$ cat config.mk
export PLATFORM = sky130hd
export DESIGN_NAME = voice_scheduler
export DESIGN_NICKNAME = d
export VERILOG_FILES = /design/src/rtl/voice_scheduler_pkg.sv /design/src/rtl/voice_scheduler_mix_saturate.sv /design/src/rtl/voice_scheduler.sv
export SDC_FILE = /design/constraint.sdc
export NUM_CORES = 1
export LEC_CHECK = 0
export BUFFER_PORTS_ARGS = -buffer_cell sky130_fd_sc_hd__buf_2
export CAP_MARGIN = 0
export CORE_ASPECT_RATIO = 0.75
export CORE_MARGIN = 2
export CORE_UTILIZATION = 48
export CTS_CLUSTER_SIZE = 28
export DETAILED_ROUTE_END_ITERATION = 8
export PLACE_DENSITY = 0.66
export SYNTH_ARGS = -nofsm -noshare
export SYNTH_HDL_FRONTEND = slang
export SYNTH_SLANG_ARGS = --single-unit
$ cat constraint.sdc
create_clock -name clk -period 10.6 [get_ports clk]
set_clock_uncertainty 0.2 [all_clocks]
set_input_delay 1.06 -clock clk [delete_from_list [all_inputs] [get_ports clk]]
set_output_delay 1.06 -clock clk [all_outputs]
set_load 0.01 [all_outputs]
$ cat src/rtl/voice_scheduler_pkg.sv
// Shared types and defaults for the voice scheduler: FSM state encoding and voice index type.
package voice_scheduler_pkg;

  localparam int N_VOICES_DEFAULT = 8;

  typedef logic [$clog2(N_VOICES_DEFAULT)-1:0] voice_idx_t;

  typedef enum logic [2:0] {
    ST_IDLE    = 3'd0,
    ST_ISSUE   = 3'd1,
    ST_WAIT    = 3'd2,
    ST_SCALE   = 3'd3,
    ST_PRESENT = 3'd4
  } sched_state_t;

endpackage

$ cat src/rtl/voice_scheduler_mix_saturate.sv
// Applies master volume to the voice sum and saturates it to a WIDTH-bit signed sample.
module voice_scheduler_mix_saturate #(
  parameter int WIDTH     = 24,
  parameter int ACC_W     = 27,
  parameter int VOL_WIDTH = 8
) (
  input  logic [ACC_W-1:0]     acc,
  input  logic [VOL_WIDTH-1:0] volume,
  output logic [WIDTH-1:0]     sample
);

  // One spare bit keeps the unsigned volume positive inside the signed product.
  localparam int PW = ACC_W + VOL_WIDTH + 1;

  localparam logic signed [PW-1:0] SAT_MAX = {{(PW-WIDTH+1){1'b0}}, {(WIDTH-1){1'b1}}};
  localparam logic signed [PW-1:0] SAT_MIN = {{(PW-WIDTH+1){1'b1}}, {(WIDTH-1){1'b0}}};

  logic signed [PW-1:0] acc_ext;
  logic signed [PW-1:0] vol_ext;
  logic signed [PW-1:0] product;
  logic signed [PW-1:0] shifted;

  assign acc_ext = {{(PW-ACC_W){acc[ACC_W-1]}}, acc};
  assign vol_ext = {{(PW-VOL_WIDTH){1'b0}}, volume};
  assign product = acc_ext * vol_ext;
  assign shifted = product >>> (VOL_WIDTH-1);

  always_comb begin
    sample = shifted[WIDTH-1:0];
    if (shifted > SAT_MAX) begin
      sample = SAT_MAX[WIDTH-1:0];
    end else if (shifted < SAT_MIN) begin
      sample = SAT_MIN[WIDTH-1:0];
    end
  end

endmodule

$ cat src/rtl/voice_scheduler.sv
// Per-sample sequencer: walks the enabled voices through one shared oscillator, sums,
// scales by master volume and hands one saturated sample downstream.
module voice_scheduler
  import voice_scheduler_pkg::*;
#(
  parameter int WIDTH     = 24,
  parameter int N_VOICES  = N_VOICES_DEFAULT,
  parameter int VOL_WIDTH = 8
) (
  input  logic                        clk,
  input  logic                        rstn,
  input  logic                        sample_tick,
  input  logic [N_VOICES-1:0]         voice_enable,
  input  logic [VOL_WIDTH-1:0]        volume,
  output logic                        osc_req,
  output logic [$clog2(N_VOICES)-1:0] osc_voice,
  input  logic                        osc_ready,
  input  logic                        osc_valid,
  input  logic [WIDTH-1:0]            osc_sample,
  output logic [WIDTH-1:0]            out_sample,
  output logic                        out_valid,
  input  logic                        out_ready,
  output logic                        busy,
  output logic                        overrun,
  output logic [2:0]                  state_dbg
);

  // Handshakes: a request transfers on a cycle where osc_req && osc_ready; the output
  // transfers on a cycle where out_valid && out_ready. Both sides hold their payload
  // stable while the valid/req is high and the partner is not ready.

  localparam int IDX_W = $clog2(N_VOICES);
  localparam int ACC_W = WIDTH + IDX_W;

  sched_state_t             state, state_d;
  logic [IDX_W-1:0]         idx;
  logic [N_VOICES-1:0]      en_q;
  logic [VOL_WIDTH-1:0]     vol_q;
  logic signed [ACC_W-1:0]  acc;
  logic [WIDTH-1:0]         mixed;

  logic start_frame;
  logic advance;
  logic take_sample;
  logic last_voice;
  logic overrun_d;

  assign last_voice = (idx == IDX_W'(N_VOICES-1));
  assign state_dbg  = state;

  always_comb begin
    state_d     = state;
    osc_req     = 1'b0;
    osc_voice   = '0;
    start_frame = 1'b0;
    advance     = 1'b0;
    take_sample = 1'b0;
    busy        = (state != ST_IDLE);
    case (state)
      ST_IDLE: begin
        if (sample_tick) begin
          start_frame = 1'b1;
          state_d     = ST_ISSUE;
        end
      end
      ST_ISSUE: begin
        if (!en_q[idx]) begin
          advance = 1'b1;
          state_d = last_voice ? ST_SCALE : ST_ISSUE;
        end else begin
          osc_req   = 1'b1;
          osc_voice = idx;
          if (osc_ready) state_d = ST_WAIT;
        end
      end
      ST_WAIT: begin
        if (osc_valid) begin
          take_sample = 1'b1;
          advance     = 1'b1;
          state_d     = last_voice ? ST_SCALE : ST_ISSUE;
        end
      end
      ST_SCALE: state_d = ST_PRESENT;
      ST_PRESENT: begin
        // A tick landing on the accept cycle chains straight into the next frame.
        if (out_ready) begin
          if (sample_tick) begin
            start_frame = 1'b1;
            state_d     = ST_ISSUE;
          end else begin
            state_d = ST_IDLE;
          end
        end
      end
      default: state_d = ST_IDLE;
    endcase
    overrun_d = sample_tick && busy && !start_frame;
  end

  voice_scheduler_mix_saturate #(
    .WIDTH     (WIDTH),
    .ACC_W     (ACC_W),
    .VOL_WIDTH (VOL_WIDTH)
  ) u_mix (
    .acc    (acc),
    .volume (vol_q),
    .sample (mixed)
  );

  always_ff @(posedge clk or negedge rstn) begin
    if (!rstn) begin
      state      <= ST_IDLE;
      idx        <= '0;
      en_q       <= '0;
      vol_q      <= '0;
      acc        <= '0;
      out_sample <= '0;
      out_valid  <= 1'b0;
      overrun    <= 1'b0;
    end else begin
      state   <= state_d;
      overrun <= overrun_d;
      if (start_frame) begin
        en_q  <= voice_enable;
        vol_q <= volume;
        acc   <= '0;
        idx   <= '0;
      end else if (advance) begin
        idx <= idx + IDX_W'(1);
      end
      if (take_sample) begin
        acc <= acc + {{IDX_W{osc_sample[WIDTH-1]}}, osc_sample};
      end
      if (state == ST_SCALE) begin
        out_sample <= mixed;
        out_valid  <= 1'b1;
      end else if (state == ST_PRESENT && out_ready) begin
        out_valid <= 1'b0;
      end
    end
  end

endmodule

## Word-level counts from Yosys, hierarchy flattened

Cells that the tools add are included.

| word-level totals | value |
|---|---|
| register bits after elaboration | 75 |
| bits of input ports | 46 |
| logic and storage cells | 62 |

| operators by class | value |
|---|---|
| $add $sub $neg | 2 |
| multipliers | 1 |
| $lt $le $gt $ge | 3 |
| eq/ne operators | 9 |
| muxes and demuxes | 29 |
| reductions and logical operators | 10 |

Operators by type and width:

| operator | number |
|---|---|
| $mux W27 | 2 |
| $mux W24 | 2 |
| $mul A27 B9 Y36 | 1 |
| $gt A29 B24 Y1 const B | 1 |
| $lt A29 B24 Y1 const B | 1 |
| $add A27 B27 Y27 | 1 |
| $mux W3 | 9 |
| $pmux W3 S5 | 1 |
| $mux W1 | 11 |
| $eq A3 B2 Y1 const B | 2 |
| $eq A3 B3 Y1 const B | 2 |
| $ne A2 B2 Y1 const B | 3 |
| $reduce_bool A2 Y1 | 3 |
| $lt A3 B4 Y1 const B | 1 |
| $pmux W1 S2 | 2 |
| $reduce_and A4 Y1 | 1 |
| $add A3 B1 Y3 const B | 1 |
| $bmux W1 S3 | 1 |
| $eq A3 B1 Y1 const B | 1 |
| $logic_and A1 B1 Y1 | 3 |
| $logic_not A3 Y1 | 1 |
| $ne A3 B3 Y1 const B | 1 |
| $reduce_bool A3 Y1 | 1 |
| $mux W2 | 1 |
| $logic_not A1 Y1 | 1 |

## Logic depth before layout (Yosys ltp)

Gate-level depths: netlist of run 1.

| logic depth | value |
|---|---|
| depth in word-level cells | 6 |
| depth in mapped cells | 24 |
| depth with buffers taken out | 21 |

## Modules after synthesis

A second synthesis of run 1 with hierarchy kept.

| second synthesis, totals | value |
|---|---|
| cells, all modules | 1373 |
| area total of the unflattened synthesis | 12206.7 um2 |

By module, submodules not included:

| module | times used | cells each | area an instance (um2) | seq. area each (um2) |
|---|---|---|---|---|
| voice_scheduler_mix_saturate | 1 | 929 | 7772.5 | 0.0 |
| voice_scheduler | 1 | 444 | 4434.3 | 1876.8 |

## Worst setup path before layout of run 1

No wires, ideal clock.

| timing path | value |
|---|---|
| path kind | reg-to-reg |
| start point | register vol_q[2] |
| end point | register out_sample[10] |
| data arrival time | 5.473 ns |
| required time | 10.274 ns |
| path slack | 4.801 ns |
| stages on the path, launching flop included | 23 |
| path through | dfrtp_1 clkbuf_1 clkbuf_1 nand2_1 fa_1 inv_1 fa_1 fa_1 inv_1 fa_1 inv_1 ha_1 a21oi_4 a21boi_2 o31ai_4 a31oi_4 o41ai_4 mux2i_1 nand4_1 a41oi_2 nor2_4 buf_6 a221o_1 |

| between the ends | value |
|---|---|
| longest elaborated chain between the ends | 4 |
| elaborated cells between the ends (all ways) | 5 |
| classes of those cells | 1 x mul; 2 x order compare; 2 x mux |

RTL lines:

| what | RTL line | text |
|---|---|---|
| start, declared | voice_scheduler.sv:38 | `logic [VOL_WIDTH-1:0] vol_q;` |
| start signal, assigned | voice_scheduler.sv:125 | `vol_q <= volume;` |
| $mul A27 B9 Y36 * | voice_scheduler_mix_saturate.sv:25 | `assign product = acc_ext * vol_ext;` |
| $lt A29 B24 Y1 | voice_scheduler_mix_saturate.sv:32 | `end else if (shifted < SAT_MIN) begin` |
| $mux W24 | voice_scheduler_mix_saturate.sv:32 |  |
| $mux W24 * | voice_scheduler_mix_saturate.sv:30 | `if (shifted > SAT_MAX) begin` |
| end signal, assigned | voice_scheduler.sv:135 | `out_sample <= mixed;` |
| end, declared | voice_scheduler.sv:20 | `output logic [WIDTH-1:0] out_sample,` |

Every way passes the cells marked *; elsewhere a longest branch is shown, timed or not.
A chain may end at the register's enable or synchronous reset.

## Worst setup path after layout of run 1

| timing path | value |
|---|---|
| start point | register vol_q[1] |
| end point | register out_sample[10] |

Same word-level chain as after synthesis.

==> impl_metrics.py, run 1 <==
metrics = {
    "global_route": {
        "grt_first_pass_wirelength_mm": 45.3,
        "antenna_found_initial": 0,
        "grt_usage_pct": 22.1,
        "grt_overflow_total": 0,
        "grt_max_degree": 76,
        "grt_pass1_vias": 9214,
    },
    "layout": {
        "fill_cells": 2233,
        "synthToLayoutAreaGrowth_pct": 7.42,
        "final_cell_mix": "inv_1 (236), nand2_1 (168), fa_1 (168)",
        "final_area_sq_mm": 0.0124,
        "drive_gt1_share_pct": 9.99,
        "layout_commonest_cell": "inv_1",
        "fin_nets": 1626,
        "antennaDiodeCount": 0,
        "final_core_util_pct": 52.1,
    },
    "cts": {
        "cts_tree": "built",
        "ctsHoldBuffers": 0,
        "cts_sinks": 75,
        "numCtsBuffers": 9,
        "cts_buffer_depth": 2,
        "clockRootBuffer": "clkbuf_16",
        "cts.htree.levels": 3,
        "cts_resized": 0,
        "cts_setup_buffers": 0,
        "clock_latency_ns": 0.36,
        "clkTransAtPathRegs_ns": 0.07,
    },
    "yosys": {
        "netlist_area_sq_mm": 0.0115,
        "synth_edf_count": 0,
        "postSynthRegisterBits": 75,
        "syn_inst": 1279,
        "synth_flop_cell": "dfrtp_1",
        "synth.avg_cell_area_sq_um": 9.01,
        "syn_nets": 1589,
        "yosysWarnings": 0,
        "yosys-top-cells-area": "fa_1 (29%), dfrtp_1 (16%), ha_1 (10%)",
        "async_flop_share_pct": 100,
        "yosysSeqAreaShare_pct": 16.3,
        "synth_area_leader_cell": "fa_1",
        "ys_types": 67,
        "synth.top_cell.area_share_pct": 29.2,
    },
    "sta": {
        "finalMaxSlewViolations": 0,
        "min_period_over_period_pct": 64.0,
        "tightest_slew_ns": 1.11,
        "layout_min_cycle_time_ns": 6.78,
        "setup_violations": 0,
        "finalHoldViolCount": 0,
        "rsz0062_at_grt": "no",
        "whs_ns": 0.289,
        "relSlewSlack_pct": 25.9,
        "fin_tns_setup_ns": 0,
        "max_freq_mhz": 147,
    },
    "worst_setup_path": {
        "cp-end-kind": "flop",
        "r2r.worst_path.cells": 19,
        "r2r_start": "vol_q[1]",
        "arrival_ns": 6.87,
        "crit_buf_inv": 3,
        "rr_endpoint": "out_sample[10]",
        "reg2reg_setup_slack_ns": 3.82,
        "cp.depth": 19,
        "required_ns": 10.68,
        "worst-setup-path-type": "flop to flop",
        "critPathMaxFanout": 28,
        "cpLargestDelayFamily": "adder cells",
        "crit_path_frequent_cell": "fa_1",
        "slowest_stage": "dfrtp_1",
        "slowest_delay_ns": 1.07,
        "path_cells": "nand2_1, fa_1, inv_1, fa_1, fa_1, inv_1, fa_1, inv_1, ha_1, nand3_1, nor3_2, a21oi_2, a31oi_4, o22ai_1, o21bai_1, xor2_1, a21oi_1, a21oi_2, a221o_1",
        "cp-start-kind": "flop",
    },
    "min_path": {
        "holdPathStages": 2,
        "hp-class": "flop to flop",
        "min_from": "out_sample[23]",
        "min_to": "out_sample[23]",
    },
    "floorplanning": {
        "rows": 49,
        "start_util_pct": 48.5,
        "die_x_um": 183,
        "core_area_sq_mm": 0.0238,
        "chipHeight_um": 138,
        "io_pins": 80,
        "die_area_sq_mm": 0.0253,
    },
    "job": {
        "drv_cap": 0,
    },
    "drt": {
        "routed_wl_mm": 25.8,
        "met1Wirelength_mm": 12.2,
        "wl_met2_mm": 12.2,
        "ant_nets": 0,
        "vias": 8549,
        "met3WireLength_um": 934,
        "vias_per_cell": 5.25,
        "highest_layer": "met4",
        "drc": 0,
        "drt_pre_antenna_iters": 5,
        "wl_per_cell_um": 15.8,
        "drt_iter0_drc": 452,
    },
    "pwr": {
        "power.leakage_nw": 6.58,
        "seq_power_share_pct": 18.7,
        "internal_power_w": 0.00188,
        "switching_share_pct": 53.8,
        "clkPwrFrac_pct": 7.8,
        "power_density_mw_per_mm2": 329,
        "p_comb_share_pct": 73.6,
        "peakVddDrop_mv": 0.181,
        "netSwitchingPower_w": 0.00219,
        "power_w": 0.00407,
    },
    "outcome": {
        "outcome": "finished, final reports clean",
    },
    "placement": {
        "routabilityCongestion": 0.813,
        "io_buffers": 79,
        "placed_area_sq_mm": 0.0121,
        "dp.final_hpwl_mm": 20.0,
    },
}
[routing by layer]
layer / track usage, % / vias to the layer above
met2: 36.9 / 156
met4: 5.35 / 0
li1: - / 4130
met3: 3.24 / 33
met1: 30.4 / 4230
met5: 0 / -
[stage by stage]
step | setup slack [ns] | cells
2_1_floorplan | 4.80 | 1279
3_3_place_gp | 4.01 | 1611
3_5_place_dp | 3.90 | 1611
4_1_cts | 3.85 | 1627
5_1_grt | 3.31 | 1627
6_report | 3.82 | 1627
[tightest hold or removal path, delay by kind of cell, from the launching register on]
kind | cells | cell delay (ns)
flip-flops | 1 | 0.34
AO/OA/AOI/OAI | 1 | 0.06
AND/OR/NAND/NOR | 1 | 0.04
[cell families after synthesis]
logic type               share of synthesized area, %
AND/OR/NAND/NOR                                  16.2
buffers and inverters                            9.69
adder cells (fa/ha/maj)                          39.6
AO/OA/AOI/OAI                                    11.9
flip-flops                                       16.3
XOR/XNOR                                         4.10
multiplexers                                     2.21
[final cells by class]
cell class                      count  area, sq um  area share, %
Multi-Input combinational cell    913         8530           68.9
Sequential cell                    75         1880           15.2
Inverter                          236          886           7.15
Timing Repair Buffer               81          413           3.33
Tap cell                          306          383           3.09
Clock buffer                        9          225           1.82
Clock inverter                      7         66.3          0.535
[power by group through the flow]
stage	Sequential [W]	Combinational, W	Clock (W)
5_1_grt	0.000794	0.00346	0.000333
3_3_place_gp	0.000761	0.00295	0
6_report	0.000760	0.00299	0.000316
2_1_floorplan	0.000537	0.00251	0
3_5_place_dp	0.000765	0.00303	0
4_1_cts	0.000757	0.00305	0.000322
[sequential cells by signal (all words and copies together) (netlist names)]
register	flops
overrun	1
state_dbg	3
vol_q	8
out_valid	1
en_q	8
acc	27
idx	3
out_sample	24
[cell usage after synthesis (9+ instances only)]
library cell	number
a21o_1	14
a21oi_1	49
a221o_1	24
and2_1	105
clkbuf_1	42
dfrtp_1	75
fa_1	168
ha_1	96
inv_1	236
mux2_2	16
nand2_1	168
nand3_1	24
nor2_1	30
nor2b_1	9
o21a_1	10
o21ai_0	45
xnor2_1	32
xor2_1	22
[how the worst max path moves through the flow]
stage	slack, ns	startpoint	endpoint
after detailed placement	3.90	vol_q[0]	out_sample[13]
after CTS	3.85	vol_q[0]	out_sample[10]
final	3.82	vol_q[1]	out_sample[10]
after floorplan	4.80	vol_q[2]	out_sample[10]
after global placement	4.01	vol_q[0]	out_sample[4]
after global routing	3.31	vol_q[1]	out_sample[10]
No activity file was read; power rests on OpenSTA's default activity.
==> run 2: changes to the inputs <==
PLACE_DENSITY = 0.68   (was 0.66)
clock period = 5.5 ns   (was 10.6 ns; I/O delays follow)
==> run 2 against run 1 <==
Compared with the run above: the flow now finishes with violations (negative setup slack); flip-flop and latch count did not move; cell area up 11%; critical path type unchanged; worst hold slack got worse by 0.13 ns; global-route usage grew 0.73 points; first-iteration DRC count down 26%; clock-buffer cell count is 3 higher; sequential share of layout area decreased by 1.5 points; die area stayed put; largest power group unchanged; register-to-register slack worse by 4.0 ns.
==> impl_metrics.py, run 2 (same netlist as run 1, synthesis figures left out) <==
metrics = {
    "sta": {
        "min_period_over_period_pct": 104,
        "finalMaxSlewViolations": 0,
        "tightest_slew_ns": 1.00,
        "max_freq_mhz": 175,
        "finalHoldViolCount": 0,
        "whs_ns": 0.160,
        "rsz0062_at_grt": "yes",
        "setup_ws_ns": -0.226,
        "relSlewSlack_pct": 33.3,
        "setup_violations": 23,
        "layout_min_cycle_time_ns": 5.73,
        "fin_tns_setup_ns": -4.73,
    },
    "min_path": {
        "hp-class": "input pin to async pin",
    },
    "drt": {
        "drt_iter0_drc": 333,
        "ant_nets": 0,
        "routed_wl_mm": 26.8,
        "vias": 9237,
        "wl_per_cell_um": 15.2,
        "drc": 0,
        "drt_pre_antenna_iters": 4,
        "vias_per_cell": 5.23,
    },
    "layout": {
        "fill_cells": 2134,
        "antennaDiodeCount": 0,
        "reg_top3": "acc x27, out_sample x24",
        "final_cell_mix": "inv_1 (234), fa_1 (168), nand2_1 (161)",
        "synthToLayoutAreaGrowth_pct": 19.7,
        "final_area_sq_mm": 0.0138,
        "layout_commonest_cell": "inv_1",
        "multi_input_area_sq_mm": 0.00878,
        "final_core_util_pct": 58.0,
        "largest-register": "acc",
        "largest_reg_flops": 27,
        "drive_gt1_share_pct": 20.8,
        "seq_area_sq_mm": 0.00188,
        "fin_nets": 1765,
    },
    "global_route": {
        "grt_first_pass_wirelength_mm": 46.7,
        "grt_usage_pct": 22.8,
        "grt_pass1_vias": 9809,
        "grt_overflow_total": 0,
        "antenna_found_initial": 1,
        "grt_max_degree": 76,
    },
    "placement": {
        "io_buffers": 79,
        "placed_area_sq_mm": 0.0133,
        "dp.final_hpwl_mm": 21.4,
        "routabilityCongestion": 0.843,
    },
    "worst_setup_path": {
        "arrival_ns": 5.76,
        "crit_path_frequent_cell": "fa_1",
        "slowest_stage": "fa_1",
        "cp.depth": 20,
        "crit_buf_inv": 4,
        "worst-setup-path-type": "flop to flop",
        "path_cells": "buf_12, and2_1, fa_1, fa_1, fa_1, inv_1, fa_1, inv_1, ha_4, a21oi_1, o211ai_1, a22o_1, o31a_1, o41ai_4, mux2i_1, nand4_1, a41oi_2, nor2_4, buf_12, a221o_1",
        "cp-end-kind": "flop",
        "critPathMaxFanout": 27,
        "cpLargestDelayFamily": "adder cells",
        "slowest_delay_ns": 0.55,
        "r2r.worst_path.cells": 20,
        "required_ns": 5.53,
        "cp-start-kind": "flop",
    },
    "cts": {
        "cts_buffer_depth": 2,
        "cts.htree.levels": 3,
        "numCtsBuffers": 9,
        "cts_sinks": 75,
        "ctsHoldBuffers": 0,
        "clockRootBuffer": "clkbuf_16",
        "clkTransAtPathRegs_ns": 0.06,
        "cts_tree": "built",
        "clock_latency_ns": 0.36,
    },
    "floorplanning": {
        "chipHeight_um": 138,
        "start_util_pct": 48.5,
        "io_pins": 80,
        "rows": 49,
        "core_area_sq_mm": 0.0238,
        "die_x_um": 183,
        "die_area_sq_mm": 0.0253,
    },
    "job": {
        "drv_cap": 0,
    },
    "pwr": {
        "power.leakage_nw": 7.34,
        "peakVddDrop_mv": 0.487,
        "power_density_mw_per_mm2": 690,
    },
    "outcome": {
        "violations": "negative setup slack",
        "outcome": "finished, violations left",
    },
}
-- run 2: cell count changes in the layout (fill, tap and decap cells not counted), sizes merged --
cell	delta
a21oi	+1
clkinvlp	+2
bufinv	+1
inv	-6
buf	+138
clkbuf	+3
-- run 2: worst paths after layout --
kind | start | to | slack (ns)
hold reg to reg | out_sample[23] | out_sample[23] | 0.29
max in group asynchronous | rstn | acc[26] | 4.25
hold / removal | rstn | out_sample[23] | 0.16
min in group clk | osc_ready | state_dbg[0] | 0.19
setup / recovery | vol_q[5] | out_sample[4] | -0.23
setup reg to reg | vol_q[5] | out_sample[4] | -0.23
-- run 2: metrics by stage --
stage	setup slack, ns	instances	total power [W]
final	-0.226	1766	0.00951
after global routing	-0.474	1766	0.0106
after CTS	-0.210	1765	0.00934
after detailed placement	-0.407	1748	0.00856
after global placement	-0.251	1748	0.00834
after floorplan	0.0141	1279	0.00611
-- run 2: repair_timing --
action / CTS / global route
hold endpoints to repair: 0 / 0
resized for setup: 11 / 16
buffers inserted: 1 / 0
cloned: 0 / 1
pin swaps: 5 / 0
endpoints found under the setup margin: 23 / 23
-- run 2: final cells by class --
type                    count  area share [%]
repair buffers            219            11.3
clock inverters             4           0.363
inverters                 236            6.42
clock buffers              12            1.79
multi-input cells         914            63.7
flip-flops and latches     75            13.6
well taps                 306            2.78
-- run 2: report_power, final --
| group | switching (W) | internal, W | total, W |
|---|---|---|---|
| Combinational | 0.00411 | 0.00363 | 0.00775 |
| Clock | 0.000252 | 0.000363 | 0.000615 |
| Sequential | 0.000334 | 0.000816 | 0.00115 |
-- run 2: per-layer routing --
metal  vias to the layer above  share of wire [%]  GRT usage (%)
li1                       4416                  -              -
met1                      4627                 45           30.3
met2                       157                 49           38.9
met3                        37                3.6           3.48
met4                         0                2.1           6.40
met5                         -                  0              0
